`src/rtl/mc_ctrl_pkg.sv`:
```
// mc_ctrl_pkg: MIPS opcode/funct constants, control encodings and FSM/instruction-class types
package mc_ctrl_pkg;
  localparam logic [5:0] OP_R = 6'b000000, OP_ORI = 6'b001101, OP_LUI = 6'b001111, OP_LW = 6'b100011;
  localparam logic [5:0] OP_SW = 6'b101011, OP_BEQ = 6'b000100, OP_J = 6'b000010, OP_JAL = 6'b000011;
  localparam logic [5:0] FN_ADDU = 6'b100001, FN_SUBU = 6'b100011, FN_JR = 6'b001000;
  localparam logic [2:0] ALU_ADD = 3'd0, ALU_SUB = 3'd1, ALU_OR = 3'd2, ALU_LUI = 3'd3;
  localparam logic [1:0] NPC_PC4 = 2'd0, NPC_BR = 2'd1, NPC_JMP = 2'd2, NPC_RS = 2'd3;
  localparam logic [1:0] RD_RT = 2'd0, RD_RD = 2'd1, RD_31 = 2'd2;
  localparam logic [1:0] WD_ALU = 2'd0, WD_MEM = 2'd1, WD_PC4 = 2'd2;
  localparam logic EXT_ZERO = 1'b0, EXT_SIGN = 1'b1;
  typedef enum logic [2:0] {S_IDLE, S_FETCH, S_DECODE, S_EXEC, S_MEM, S_WB} state_e;
  typedef enum logic [3:0] {I_ADDU, I_SUBU, I_JR, I_ORI, I_LUI, I_LW, I_SW, I_BEQ, I_J, I_JAL, I_ILL} instr_e;
endpackage

```
`src/rtl/mc_ctrl_if.sv`:
```
// mc_ctrl_if: controller <-> datapath bundle
// inputs to controller: op, funct (IR fields), zero (ALU flag), dmem_ready (memory handshake)
// outputs from controller: PC/IR/regfile/memory enables, mux selects, ALU/extender controls, status pulses
interface mc_ctrl_if;
  logic [5:0] op, funct;
  logic zero, dmem_ready;
  logic pc_we, ir_we;
  logic [1:0] npc_sel;
  logic ext_op, alu_src_b;
  logic [2:0] alu_op;
  logic [1:0] reg_dst, wd_sel;
  logic reg_we, dmem_re, dmem_we, instr_done, illegal, bus_err;
  modport master(input op, funct, zero, dmem_ready,
    output pc_we, ir_we, npc_sel, ext_op, alu_src_b, alu_op, reg_dst, wd_sel, reg_we, dmem_re, dmem_we,
    instr_done, illegal, bus_err);
  modport slave(output op, funct, zero, dmem_ready,
    input pc_we, ir_we, npc_sel, ext_op, alu_src_b, alu_op, reg_dst, wd_sel, reg_we, dmem_re, dmem_we,
    instr_done, illegal, bus_err);
endinterface

```
`src/rtl/mc_decode.sv`:
```
// mc_decode: combinational op/funct -> instruction class
// ports: op, funct in; cls (instruction class), illegal (unsupported op/funct) out
module mc_decode import mc_ctrl_pkg::*; (
  input  logic [5:0] op,
  input  logic [5:0] funct,
  output instr_e     cls,
  output logic       illegal
);
  instr_e r_cls;
  always_comb begin
    r_cls = funct == FN_ADDU ? I_ADDU : funct == FN_SUBU ? I_SUBU : funct == FN_JR ? I_JR : I_ILL;
    cls = op == OP_R ? r_cls : op == OP_ORI ? I_ORI : op == OP_LUI ? I_LUI : op == OP_LW ? I_LW :
          op == OP_SW ? I_SW : op == OP_BEQ ? I_BEQ : op == OP_J ? I_J : op == OP_JAL ? I_JAL : I_ILL;
  end
  assign illegal = cls == I_ILL;
endmodule

```
`src/rtl/mc_ctrl.sv`:
```
// mc_ctrl: multi-cycle MIPS control FSM (FETCH/DECODE/EXEC/MEM/WB) with timed-out memory handshake
// ports: clk, rst_n (async active-low); bus (mc_ctrl_if.master) carries IR fields, zero, dmem_ready in
//        and every datapath enable/select plus instr_done/illegal/bus_err pulses out
module mc_ctrl import mc_ctrl_pkg::*; #(
  parameter int MEM_TIMEOUT = 16,
  parameter int TO_W        = 5
) (
  input logic       clk,
  input logic       rst_n,
  mc_ctrl_if.master bus
);
  state_e st;
  instr_e dec_cls, cls_q, cls;
  logic dec_ill;
  logic [TO_W-1:0] cnt;
  logic f, d, e, m, w, alu_ph, rdy, timeout;
  logic addu, subu, jr, ori, lui, lw, sw, beq, j, jal, jump;
  mc_decode u_dec (.op(bus.op), .funct(bus.funct), .cls(dec_cls), .illegal(dec_ill));
  // DECODE sees the freshly loaded IR; later states use the class captured at the end of DECODE
  assign cls = d ? dec_cls : cls_q;
  assign {f, d, e, m, w} = {st == S_FETCH, st == S_DECODE, st == S_EXEC, st == S_MEM, st == S_WB};
  assign {addu, subu, jr, ori, lui} = {cls == I_ADDU, cls == I_SUBU, cls == I_JR, cls == I_ORI, cls == I_LUI};
  assign {lw, sw, beq, j, jal} = {cls == I_LW, cls == I_SW, cls == I_BEQ, cls == I_J, cls == I_JAL};
  assign jump = j | jal | jr;
  // ALU controls stay valid through MEM/WB so the address and result remain stable
  assign alu_ph = e | m | w;
  assign rdy = bus.dmem_ready;
  // a ready on the last allowed cycle still completes the access
  assign timeout = m & !rdy & (cnt == TO_W'(MEM_TIMEOUT - 1));
  always_ff @(posedge clk or negedge rst_n)
    if (!rst_n) begin
      st <= S_IDLE;
      cnt <= '0;
      cls_q <= I_ILL;
    end else begin
      if (d) cls_q <= dec_cls;
      cnt <= m & !rdy & !timeout ? cnt + 1'b1 : '0;
      case (st)
        S_IDLE:   st <= S_FETCH;
        S_FETCH:  st <= S_DECODE;
        S_DECODE: st <= jump | dec_ill ? S_FETCH : S_EXEC;
        S_EXEC:   st <= beq ? S_FETCH : lw | sw ? S_MEM : S_WB;
        S_MEM:    st <= rdy ? (lw ? S_WB : S_FETCH) : timeout ? S_FETCH : S_MEM;
        S_WB:     st <= S_FETCH;
        default:  st <= S_IDLE;
      endcase
    end
  assign bus.ir_we      = f;
  assign bus.pc_we      = f | (d & jump) | (e & beq & bus.zero);
  assign bus.npc_sel    = d & (j | jal) ? NPC_JMP : d & jr ? NPC_RS : e & beq ? NPC_BR : NPC_PC4;
  assign bus.ext_op     = alu_ph & (lw | sw | beq) ? EXT_SIGN : EXT_ZERO;
  assign bus.alu_src_b  = alu_ph & (ori | lui | lw | sw);
  assign bus.alu_op     = !alu_ph ? ALU_ADD : subu | beq ? ALU_SUB : ori ? ALU_OR : lui ? ALU_LUI : ALU_ADD;
  assign bus.reg_dst    = d & jal ? RD_31 : w & (addu | subu) ? RD_RD : RD_RT;
  assign bus.wd_sel     = d & jal ? WD_PC4 : w & lw ? WD_MEM : WD_ALU;
  assign bus.reg_we     = (d & jal) | w;
  assign bus.dmem_re    = m & lw;
  assign bus.dmem_we    = m & sw;
  assign bus.illegal    = d & dec_ill;
  assign bus.bus_err    = timeout;
  assign bus.instr_done = (d & (jump | dec_ill)) | (e & beq) | (m & ((rdy & sw) | timeout)) | w;
endmodule
```
`src/flat_wrapper.sv`:
```
// flat-port wrapper written by rule: the top's interface ports become plain ports
module mc_ctrl_flat import mc_ctrl_pkg::*;
#(
  parameter int MEM_TIMEOUT = 16,
  parameter int TO_W        = 5
)
  (clk, rst_n, bus_op, bus_funct, bus_zero, bus_dmem_ready, bus_pc_we, bus_ir_we, bus_npc_sel, bus_ext_op, bus_alu_src_b, bus_alu_op, bus_reg_dst, bus_wd_sel, bus_reg_we, bus_dmem_re, bus_dmem_we, bus_instr_done, bus_illegal, bus_bus_err);
  mc_ctrl_if bus_i ();
  input logic clk;
  input logic rst_n;
  input wire logic [$bits(bus_i.op)-1:0] bus_op;
  input wire logic [$bits(bus_i.funct)-1:0] bus_funct;
  input wire logic [$bits(bus_i.zero)-1:0] bus_zero;
  input wire logic [$bits(bus_i.dmem_ready)-1:0] bus_dmem_ready;
  output wire logic [$bits(bus_i.pc_we)-1:0] bus_pc_we;
  output wire logic [$bits(bus_i.ir_we)-1:0] bus_ir_we;
  output wire logic [$bits(bus_i.npc_sel)-1:0] bus_npc_sel;
  output wire logic [$bits(bus_i.ext_op)-1:0] bus_ext_op;
  output wire logic [$bits(bus_i.alu_src_b)-1:0] bus_alu_src_b;
  output wire logic [$bits(bus_i.alu_op)-1:0] bus_alu_op;
  output wire logic [$bits(bus_i.reg_dst)-1:0] bus_reg_dst;
  output wire logic [$bits(bus_i.wd_sel)-1:0] bus_wd_sel;
  output wire logic [$bits(bus_i.reg_we)-1:0] bus_reg_we;
  output wire logic [$bits(bus_i.dmem_re)-1:0] bus_dmem_re;
  output wire logic [$bits(bus_i.dmem_we)-1:0] bus_dmem_we;
  output wire logic [$bits(bus_i.instr_done)-1:0] bus_instr_done;
  output wire logic [$bits(bus_i.illegal)-1:0] bus_illegal;
  output wire logic [$bits(bus_i.bus_err)-1:0] bus_bus_err;
  assign bus_i.op = bus_op;
  assign bus_i.funct = bus_funct;
  assign bus_i.zero = bus_zero;
  assign bus_i.dmem_ready = bus_dmem_ready;
  assign bus_pc_we = bus_i.pc_we;
  assign bus_ir_we = bus_i.ir_we;
  assign bus_npc_sel = bus_i.npc_sel;
  assign bus_ext_op = bus_i.ext_op;
  assign bus_alu_src_b = bus_i.alu_src_b;
  assign bus_alu_op = bus_i.alu_op;
  assign bus_reg_dst = bus_i.reg_dst;
  assign bus_wd_sel = bus_i.wd_sel;
  assign bus_reg_we = bus_i.reg_we;
  assign bus_dmem_re = bus_i.dmem_re;
  assign bus_dmem_we = bus_i.dmem_we;
  assign bus_instr_done = bus_i.instr_done;
  assign bus_illegal = bus_i.illegal;
  assign bus_bus_err = bus_i.bus_err;
  mc_ctrl #(.MEM_TIMEOUT(MEM_TIMEOUT), .TO_W(TO_W)) u_core (.clk(clk), .rst_n(rst_n), .bus(bus_i));
endmodule
```
`config.mk`:
```
export PLATFORM = sky130hd
export DESIGN_NAME = mc_ctrl_flat
export DESIGN_NICKNAME = d
export VERILOG_FILES = /design/src/rtl/mc_ctrl_pkg.sv /design/src/rtl/mc_ctrl_if.sv /design/src/rtl/mc_decode.sv /design/src/rtl/mc_ctrl.sv /design/src/flat_wrapper.sv
export SDC_FILE = /design/constraint.sdc
export NUM_CORES = 1
export LEC_CHECK = 0
export CAP_MARGIN = 20
export CELL_PAD_IN_SITES_DETAIL_PLACEMENT = 1
export CELL_PAD_IN_SITES_GLOBAL_PLACEMENT = 1
export CORE_MARGIN = 2
export CORE_UTILIZATION = 33
export DETAILED_ROUTE_END_ITERATION = 10
export HOLD_SLACK_MARGIN = 0.15
export PLACE_DENSITY_LB_ADDON = 0.1
export SYNTH_ARGS = -nofsm -noshare
export SYNTH_HDL_FRONTEND = slang
export SYNTH_SLANG_ARGS = --single-unit
```
`constraint.sdc`:
```
create_clock -name clk -period 3.8 [get_ports clk]
set_input_delay 0.76 -clock clk [delete_from_list [all_inputs] [get_ports clk]]
set_output_delay 0.76 -clock clk [all_outputs]
set_load 0.1 [all_outputs]
```
==> results.cfg <==
[outcome]
status = complete, but fails checks
violations = setup timing

[floorplan]
dieWidth_um = 61.50
start_util = 0.3516
io_pins = 35
row_count = 20
dieArea_mm2 = 0.003782
core_mm2 = 0.003103
die_h_um = 61.50

[power_and_ir_drop]
power.switching_uw = 1050
static-leakage-power_uw = 0.0008768
p_sw_frac = 0.5698
total_power_uw = 1843
power_density_mw_per_mm2 = 903.2
comb_power_share = 0.832
p_int_uw = 793.0
vdd_drop_max_mv = 0.6831
seqPwrFrac = 0.115
clockPowerShare = 0.053

[yosys]
ys_seq_elements = 12
yosys-top-cells-area = dfrtp_1, nor2_1, dfstp_2
syn_nets = 154
yosysTopAreaCellShare = 0.2294
synth_area_leader_cell = dfrtp_1
yosysWarnings = 0
post_synth_num_cell_types = 50
yosysSeqAreaShare = 0.2775
syn_area_mm2 = 0.001091
synth_async_sr_flop_share = 1.000
avgSynthCellArea_um2 = 8.022
synth_edf_count = 0
syn_inst = 136
ys.flop_type = dfrtp_1

[placed_design]
place_ws_ns = -0.2171
dp_hpwl_um = 3441
io_buffers = 33
gp_congestion = 0.9145

[route]
avgViaCountPerCell = 5.542
wl_um = 4825
drt-pass1-iter-count = 4
avgRoutedWirePerCell_um = 20.10
drt_iter0_markers = 38
ant_nets = 0
vias = 1330
drc = 0

[setup_path]
end_kind = output pin
max_stage_delay_ns = 0.47
worst-path-buf-inv = 3
critical_path_peak_fanout = 4
arrival_ns = 3.04
worstPathRequired_ns = 3.04
worst_path_max_delay_cell = clkdlybuf4s50_1
path_class = primary input to output pin
r2r_slack_ns = 1.37
cpLargestDelayFamily = compound AO/OA/AOI/OAI gates
worstPathCellList = clkdlybuf4s50_1, nor4b_1, nand2_1, a311oi_2, a22o_2, inv_2, nor4b_4, a211o_4, buf_12
worstSetupStartpointType = primary input

[final_layout]
drive_above_1_share = 0.4490
nNetsFinal = 215
num_antenna_cells = 0
areaGrowthSynthToFinish_pct = 87.04

[clock_tree]
cts_buffers = 3
cts.path.max_buffers = 2
cts_tree = built
cts_max_level = 1
cts-root-buf = clkbuf_4
cts_hold_buf = 0
cts.sinks = 12
worstSkewPairLatency_ns = 0.27
path_clk_slew_ns = 0.08

[hold_path]
hp-class = flop to flop

[timing]
whs_ns = 0.4728
finalMaxSlewViolations = 0
hold_viol = 0
tightest_slew_ns = 0.5437
fin_crit_sh = 1.000
fmax_ghz = 0.2630
finalClockSkew_ns = 0.006828
setup_slack_ns = -0.001682
maxSlewHeadroom = 0.6364
setup_viol = 1
period_minus_slack_ns = 3.802

[global_routing]
top_usage_layer = met2
met1_usage = 0.2712
grt_use_total = 0.2412
grt_max_degree = 13
overflow = 0
antenna_found_initial = 0
grt_pass1_vias = 1403
grt_util_met3 = 0.02101
grt_use_met2 = 0.4752
grt_pass1_wl_um = 6727

[job]
cap_violations = 0
cells in the final DEF, fill, tap and decap left out, types with 3 or more instances in the layout:
cell              n
and3_1            3
xor2_1            3
nor3_1            4
nor2b_1           5
buf_12           16
inv_1             6
nor2_1           13
dfrtp_1          10
o21ai_0           3
a21oi_4           3
nand2_1          10
nor3_4            3
dlymetal6s2s_1    4
dlygate4sd2_1     5
or3_1             4
or2_2             3
o211ai_1          4
buf_4            33
clkdlybuf4s50_1   6
nand3_1           3
clkbuf_4          3
synthesized netlist by cell type, drive strengths merged, types with 2 or more instances:
master,instances
nand2,11
buf,6
ha,2
dfstp,2
nor4,4
dfrtp,10
nand2b,3
and3,3
and4b,2
inv,8
or2,5
o211ai,4
or3,5
xor2,3
a21oi,4
mux2,2
nand3,3
nor2,16
nor3,8
nor4b,4
nor2b,5
nor3b,3
o21ai,4
clkbuf,2
registers in the layout, indices dropped and copies added (netlist names):
| register | count |
|---|---|
| u_core.cnt | 5 |
| u_core.st | 3 |
| u_core.cls_q | 4 |
power by group through the flow:
| stage | Combinational, uW | Clock, uW | Sequential (uW) |
|---|---|---|---|
| after floorplan | 921 | 0 | 196 |
| after global placement | 1410 | 0 | 204 |
| after detailed placement | 1460 | 0 | 209 |
| after CTS | 1470 | 101 | 207 |
| after global routing | 1600 | 106 | 215 |
| final | 1530 | 98.2 | 212 |
cells by family after synthesis:
kind of cell	share of synthesized area
flops	0.2775
compound gates	0.1674
mux	0.02982
simple gates	0.3979
fa+ha+maj	0.02293
xor+xnor	0.03212
other cells	0.003437
buf+inv	0.06881
per-stage QoR:
step | std cells | utilization | setup TNS (ns) | cell area, um^2
2_1_floorplan | 136 | - | -1.003 | 1224
3_3_place_gp | 231 | 0.6117 | -0.4216 | 1898
3_5_place_dp | 231 | 0.6117 | -1.170 | 1898
4_1_cts | 236 | 0.6339 | 0 | 1967
5_1_grt | 240 | 0.6577 | -0.3091 | 2041
6_report | 240 | 0.6577 | -0.001682 | 2041
per-layer routing:
metal | up-vias | share of wire | routed length, um
li1 | 608 | - | -
met1 | 664 | 0.39 | 1885
met4 | 0 | 0.024 | 114
met2 | 46 | 0.54 | 2621
met5 | - | 0 | 0
met3 | 12 | 0.042 | 204
worst reg2reg max path, cell delays in order (launching register included):
cell	delay [ns]
dfrtp_1	0.41
ha_1	0.24
and3_1	0.22
ha_1	0.19
or2_2	0.31
o211ai_1	0.17
o21ai_0	0.14
or3_1	0.32
o32a_1	0.31
final timing paths:
kind                                          from                        end  depth (start not counted)
min                        u_core.cnt[0]$_DFF_PN0_    u_core.cnt[0]$_DFF_PN0_                          1
min in group asynchronous                    rst_n    u_core.cnt[1]$_DFF_PN0_                          1
max                                   bus_funct[5]             bus_instr_done                          9
min reg2reg                u_core.cnt[0]$_DFF_PN0_    u_core.cnt[0]$_DFF_PN0_                          1
max in group asynchronous                    rst_n  u_core.cls_q[3]$_DFF_PN1_                          1
max reg2reg                u_core.cnt[0]$_DFF_PN0_     u_core.st[0]$_DFF_PN0_                          8
layout make-up:
cell class / instances / area (um^2)
well taps: 44 / 55.05
flip-flops and latches: 12 / 302.8
repair buffers: 64 / 721.9
clock buffers: 4 / 36.28
multi-input cells: 108 / 894.6
fillers: 347 / 1062
inverters: 8 / 30.03
repair_timing:
action                     in CTS  in global routing
pin swaps                       7                 10
setup endpoints to repair       7                  8
gates resized for setup        12                 10
buffers inserted                1                  4
Power figures use the tool's default switching activity.
